[config.mk]
export PLATFORM = sky130hd
export DESIGN_NAME = piso_tx_arbiter
export DESIGN_NICKNAME = d
export VERILOG_FILES = /design/src/rtl/piso_tx_pkg.sv /design/src/rtl/piso_shift_core.sv /design/src/rtl/piso_tx_arbiter.sv
export SDC_FILE = /design/constraint.sdc
export NUM_CORES = 1
export LEC_CHECK = 0
export BUFFER_PORTS_ARGS = -buffer_cell sky130_fd_sc_hd__buf_2
export CORE_ASPECT_RATIO = 1.4
export CORE_MARGIN = 1.5
export CORE_UTILIZATION = 23
export DETAILED_ROUTE_END_ITERATION = 16
export HOLD_SLACK_MARGIN = 0.1
export PLACE_DENSITY = 0.55
export SETUP_SLACK_MARGIN = 0.4
export SLEW_MARGIN = 20
export SYNTH_ARGS = -nofsm -noshare
export SYNTH_HDL_FRONTEND = slang
export SYNTH_SLANG_ARGS = --single-unit
[constraint.sdc]
create_clock -name clk -period 2.3 [get_ports clk]
set_input_delay 0.23 -clock clk [delete_from_list [all_inputs] [get_ports clk]]
set_output_delay 0.23 -clock clk [all_outputs]
set_load 0.05 [all_outputs]
[src/rtl/piso_tx_pkg.sv]
// Shared types for the PISO transmit arbiter.
// FSM state encoding and counter width helper.
package piso_tx_pkg;

  typedef enum logic [1:0] {
    ST_IDLE,
    ST_SHIFT,
    ST_PARITY
  } state_e;

  function automatic int cnt_width(input int w);
    return $clog2(w + 1);
  endfunction

endpackage

[src/rtl/piso_shift_core.sv]
// WIDTH-bit right-shift register, zero fill, LSB out.
// Load and shift are mutually exclusive enables.
module piso_shift_core #(
  parameter int WIDTH = 4
) (
  input  logic             clk,
  input  logic             rst,
  input  logic             load,
  input  logic             shift,
  input  logic [WIDTH-1:0] din,
  output logic             serial_out
);

  logic [WIDTH-1:0] shreg_d;
  logic [WIDTH-1:0] shreg_q;

  always_comb begin
    shreg_d = shreg_q;
    unique case (1'b1)
      load:    shreg_d = din;
      shift:   shreg_d = {1'b0, shreg_q[WIDTH-1:1]};
      default: shreg_d = shreg_q;
    endcase
  end

  always_ff @(posedge clk or negedge rst) begin
    if (!rst) begin
      shreg_q <= '0;
    end else begin
      shreg_q <= shreg_d;
    end
  end

  assign serial_out = shreg_q[0];

endmodule

[src/rtl/piso_tx_arbiter.sv]
// Round-robin transmit arbiter over a shared PISO shifter.
// Define PISO_TX_ARB_PARITY_EN to append an even-parity bit.
module piso_tx_arbiter
  import piso_tx_pkg::*;
#(
  parameter int NUM_REQ = 4,
  parameter int WIDTH   = 4
) (
  input  logic                       clk,
  input  logic                       rst,
  input  logic [NUM_REQ-1:0]         req,
  input  logic [NUM_REQ*WIDTH-1:0]   data_in,
  output logic [NUM_REQ-1:0]         ack,
  output logic [$clog2(NUM_REQ)-1:0] grant_id,
  output logic                       serial_out,
  output logic                       serial_valid,
  output logic                       frame_done,
  output logic                       busy
);

  localparam int IDW = $clog2(NUM_REQ);
  localparam int CW  = cnt_width(WIDTH);
  localparam logic [CW-1:0]  LAST_BIT = CW'(WIDTH - 1);
  localparam logic [IDW-1:0] RST_LAST = IDW'(NUM_REQ - 1);
  localparam logic [IDW:0]   NREQ     = (IDW+1)'(NUM_REQ);

  state_e         state_d, state_q;
  logic [IDW-1:0] last_d, last_q;
  logic [IDW-1:0] gid_d, gid_q;
  logic [CW-1:0]  cnt_d, cnt_q;

  logic           found;
  logic [IDW-1:0] win;
  logic [IDW:0]   idx;
  logic [WIDTH-1:0] word;
  logic           load;
  logic           shift;
  logic           sh_bit;

  // Search upward from last_q+1 with wrap; first hit wins.
  always_comb begin
    found = 1'b0;
    win   = last_q;
    idx   = '0;
    for (int i = 1; i <= NUM_REQ; i++) begin
      idx = {1'b0, last_q} + (IDW+1)'(i);
      if (idx >= NREQ) begin
        idx = idx - NREQ;
      end
      if (!found && req[idx[IDW-1:0]]) begin
        found = 1'b1;
        win   = idx[IDW-1:0];
      end
    end
  end

  assign word = data_in[int'(win)*WIDTH +: WIDTH];

`ifdef PISO_TX_ARB_PARITY_EN
  logic par_d, par_q;

  always_ff @(posedge clk or negedge rst) begin
    if (!rst) begin
      par_q <= 1'b0;
    end else begin
      par_q <= par_d;
    end
  end
`endif

  always_comb begin
    state_d = state_q;
    last_d  = last_q;
    gid_d   = gid_q;
    cnt_d   = cnt_q;
    load    = 1'b0;
    shift   = 1'b0;
`ifdef PISO_TX_ARB_PARITY_EN
    par_d   = par_q;
`endif
    unique case (state_q)
      ST_IDLE: begin
        if (found) begin
          load    = 1'b1;
          gid_d   = win;
          last_d  = win;
          cnt_d   = '0;
          state_d = ST_SHIFT;
`ifdef PISO_TX_ARB_PARITY_EN
          par_d   = ^word;
`endif
        end
      end
      ST_SHIFT: begin
        shift = 1'b1;
        cnt_d = cnt_q + CW'(1);
        if (cnt_q == LAST_BIT) begin
`ifdef PISO_TX_ARB_PARITY_EN
          state_d = ST_PARITY;
`else
          state_d = ST_IDLE;
`endif
        end
      end
`ifdef PISO_TX_ARB_PARITY_EN
      ST_PARITY: state_d = ST_IDLE;
`endif
      default: state_d = ST_IDLE;
    endcase
  end

  always_ff @(posedge clk or negedge rst) begin
    if (!rst) begin
      state_q <= ST_IDLE;
      last_q  <= RST_LAST;
      gid_q   <= '0;
      cnt_q   <= '0;
    end else begin
      state_q <= state_d;
      last_q  <= last_d;
      gid_q   <= gid_d;
      cnt_q   <= cnt_d;
    end
  end

  piso_shift_core #(
    .WIDTH(WIDTH)
  ) u_core (
    .clk       (clk),
    .rst       (rst),
    .load      (load),
    .shift     (shift),
    .din       (word),
    .serial_out(sh_bit)
  );

  // Outputs decode registered state only.
  always_comb begin
    ack          = '0;
    serial_out   = 1'b0;
    serial_valid = 1'b0;
    frame_done   = 1'b0;
    unique case (state_q)
      ST_SHIFT: begin
        serial_out   = sh_bit;
        serial_valid = 1'b1;
        if (cnt_q == '0) begin
          ack[gid_q] = 1'b1;
        end
`ifndef PISO_TX_ARB_PARITY_EN
        frame_done = (cnt_q == LAST_BIT);
`endif
      end
`ifdef PISO_TX_ARB_PARITY_EN
      ST_PARITY: begin
        serial_out   = par_q;
        serial_valid = 1'b1;
        frame_done   = 1'b1;
      end
`endif
      default: ;
    endcase
  end

  assign grant_id = gid_q;
  assign busy     = (state_q != ST_IDLE);

endmodule

==> impl_metrics.tcl <==
set metrics [dict create \
    num_antenna_cells 0 \
    grt_pass1_vias 711 \
    drt-vias-per-instance 4.892 \
    chipHeight_um 75.07 \
    synth_compound_gate_area_share_pct 26.25 \
    power_switching_share_pct 48.32 \
    largest_family_of_logic_cells_by_synthesized_area "compound AO/OA/AOI/OAI gates" \
    clock_path_buffers 2 \
    fp.coreArea_mm2 0.003611 \
    type_of_element_capturing_the_critical_path "register" \
    final-setup-viol-count 0 \
    power_density_mw_per_mm2 1325 \
    drc 0 \
    pre_cts_ws_ps 452.5 \
    area_enclosed_by_the_die_boundary_mm2 0.004090 \
    synth_enable_flop_cells 0 \
    placement.io_buffers 31 \
    fraction_of_synthesized_cell_area_taken_by_the_top_area_cell_type_pct 29.33 \
    cts-htree-levels 1 \
    horizontal_die_dimension_um 54.48 \
    numClockSinks 12 \
    ys_dominant_reg_cell "dfrtp_1" \
    critPathKind "reg2reg" \
    cp.arrival_ps 1850 \
    drive_gt1_share_pct 41.94 \
    remaining_global_route_overflow 0 \
    critical_path.startpoint_type "register" \
    drt_wl_total_um 1984 \
    syn_to_final_growth_pct 31.82 \
    dp.cells 160 \
    route.vias.total 812 \
    post_synth_instance_area_um2 853.3 \
    nNetsFinal 150 \
    power_frac_clock_pct 12.9 \
    total_cts_buffers 3 \
    tritoncts "built" \
    io_pins 32 \
    hold_path_depth 3 \
    drt.antenna.violating_nets 0 \
    grt_setup_unrepaired "no" \
    yosys_register_bits 12 \
    grt_first_pass_wirelength_um 3111 \
    static-leakage-power_nw 0.5308 \
    ff2ff_path_depth 5 \
    timing.final.hold_violations 0 \
    drv.max_cap_violation_count 0 \
    syn_nets 116 \
    synth_area_per_cell_um2 9.377 \
    initial_standard_cell_utilization_of_the_core_pct 23.63 \
    rows 26 \
    synth.top_cells.by_count "10 x dfrtp_1, 6 x inv_1, 6 x nand2_1, 5 x nor2_1" \
    slew_viol_final 0 \
    global_route.usage.total_pct 10.28 \
    pwr-share-comb_pct 57.3 \
    setup_ws_ps 557.5 \
    tns_ps 0 \
    worst_skew_pair.late_latency_ps 240 \
    seqPwrFrac_pct 29.8 \
    path_max_fanout 6 \
    status "complete, no violations" \
    skew_ps 3.196 \
    post_synth_inst_count 91 \
    synth_async_sr_flop_share_pct 100.0 \
    crit_required_ps 2410 \
    switching_power_w 0.0007204 \
    relSlewSlack_pct 65.28 \
    min_period_ps 1742 \
    cellInternalPower_w 0.0007705 \
    portion_of_the_post_synthesis_area_used_by_sequential_elements_pct 35.48 \
    synth.distinct_cells 34 \
    max-vdd-ir-drop_v 0.0005916 \
    drt-pass1-iter-count 4 \
    number_of_antenna_violations_at_the_first_check_in_global_routing 0 \
    post_synth_mux_area_share_pct 4.692 \
    worst_slew_pin_slew_ps 516.1 \
    worstHoldPathType "in2reg" \
    grt_max_degree 14 \
    xor_xnor_fraction_of_synth_area_pct 0 \
    final.period_utilization_pct 75.76 \
    clock.fmax_mhz 573.9 \
    total_power_w 0.001491 \
    post-synth-top-count-cell "dfrtp_1" \
    clockRootBuffer "clkbuf_8" \
    fin_cells 166 \
    initialDrtViolationCount 18 \
    synthSimpleGateAreaFrac_pct 23.46 \
    synth_top_cells_by_area "dfrtp_1 29%, dfstp_2 6.2%, o211ai_2 5.9%" \
    post-synth-top-area-cell "dfrtp_1" \
    ys.warnings.count 0 \
    adder_and_majority_gate_portion_of_the_synthesized_area_pct 4.399 \
    routed_wire_length_per_instance_um 11.95 \
    clk_transition_reported_paths_ps 50 \
    routability_congestion 0.7825 \
    place_hpwl_um 1622 \
]
[stage by stage]
step	hold WS (ps)	utilization [%]	instance area, µm²
floorplan	-65.59	-	868.3
global placement	124.1	29.07	1050
detailed placement	123.9	29.07	1050
CTS	304.5	30.60	1105
global route	323.1	31.15	1125
finish	306.6	31.15	1125
[layout by cell type, fill, tap and decap left out, drive strengths merged]
master,instances
a211o,4
a21o,1
a21oi,3
a221o,1
a22o,1
a22oi,3
and2,3
and3,1
buf,32
clkbuf,4
dfrtp,10
dfstp,2
dlygate4sd3,1
ha,3
inv,6
mux2i,4
nand2,7
nand2b,3
nand3,3
nand4,4
nor2,6
nor3,3
nor3b,1
nor4,1
o211ai,4
o21a,2
o21ai,5
o31ai,4
or2,2
[area by class of cell]
| class | count | area [µm²] |
|---|---|---|
| repair buffers | 33 | 185.2 |
| clock buffers | 4 | 45.04 |
| well taps | 42 | 52.55 |
| fillers | 386 | 2486 |
| flip-flops and latches | 12 | 302.8 |
| multi-input cells | 69 | 516.7 |
| inverters | 6 | 22.52 |
[power groups by stage]
stage	combinational, W	clock (W)	sequential, W
4_1_cts	0.000822	0.000199	0.000444
5_1_grt	0.000930	0.000207	0.000463
2_1_floorplan	0.000608	0	0.000491
3_5_place_dp	0.000820	0	0.000447
3_3_place_gp	0.000809	0	0.000440
6_report	0.000854	0.000193	0.000444
[kinds of logic (layout without fill, tap and decap cells)]
family,after synthesis,after routing
adder cells (fa/ha/maj),3,3
flip-flops,12,12
AND/OR/NAND/NOR,34,34
AO/OA/AOI/OAI,28,28
buffers and inverters,10,43
multiplexers,4,4
[metal layers]
| layer | vias up | GRT usage, % | wire length [µm] |
|---|---|---|---|
| met2 | 31 | 17.00 | 928 |
| met4 | 0 | 4.167 | 13 |
| met1 | 375 | 13.34 | 909 |
| met5 | - | 0 | 0 |
| li1 | 404 | - | - |
| met3 | 2 | 1.190 | 132 |
[flip-flops by register name (all words and copies together) (netlist names)]
| name | cells |
|---|---|
| grant_id | 2 |
| cnt_q | 3 |
| u_core.shreg_q | 4 |
| state_q | 1 |
| last_q | 2 |
[worst max-delay path, cell delays in order (launching register included)]
cell and delay (ps):
dfstp_2 560, nand2b_1 190, o21ai_0 100, a221o_2 390
nand2_1 250, o211ai_2 120
[final timing paths]
check,from,slack [ps],endpoint
min reg2reg,cnt_q[2],500,cnt_q[2]
max reg2reg,last_q[0],560,u_core.shreg_q[1]
min,data_in[6],310,u_core.shreg_q[2]
max in group asynchronous,rst,1620,last_q[0]
min in group asynchronous,rst,400,u_core.shreg_q[0]
max,last_q[0],560,u_core.shreg_q[1]
[timing repair]
action                                  4_1_cts  5_1_grt
hold buffers                                  1        0
endpoints found under the setup margin        0        2
buffers inserted                              0        1
endpoints found under the hold margin        10        0
gates resized for setup                       0        0
Power figures use the tool's default switching activity.
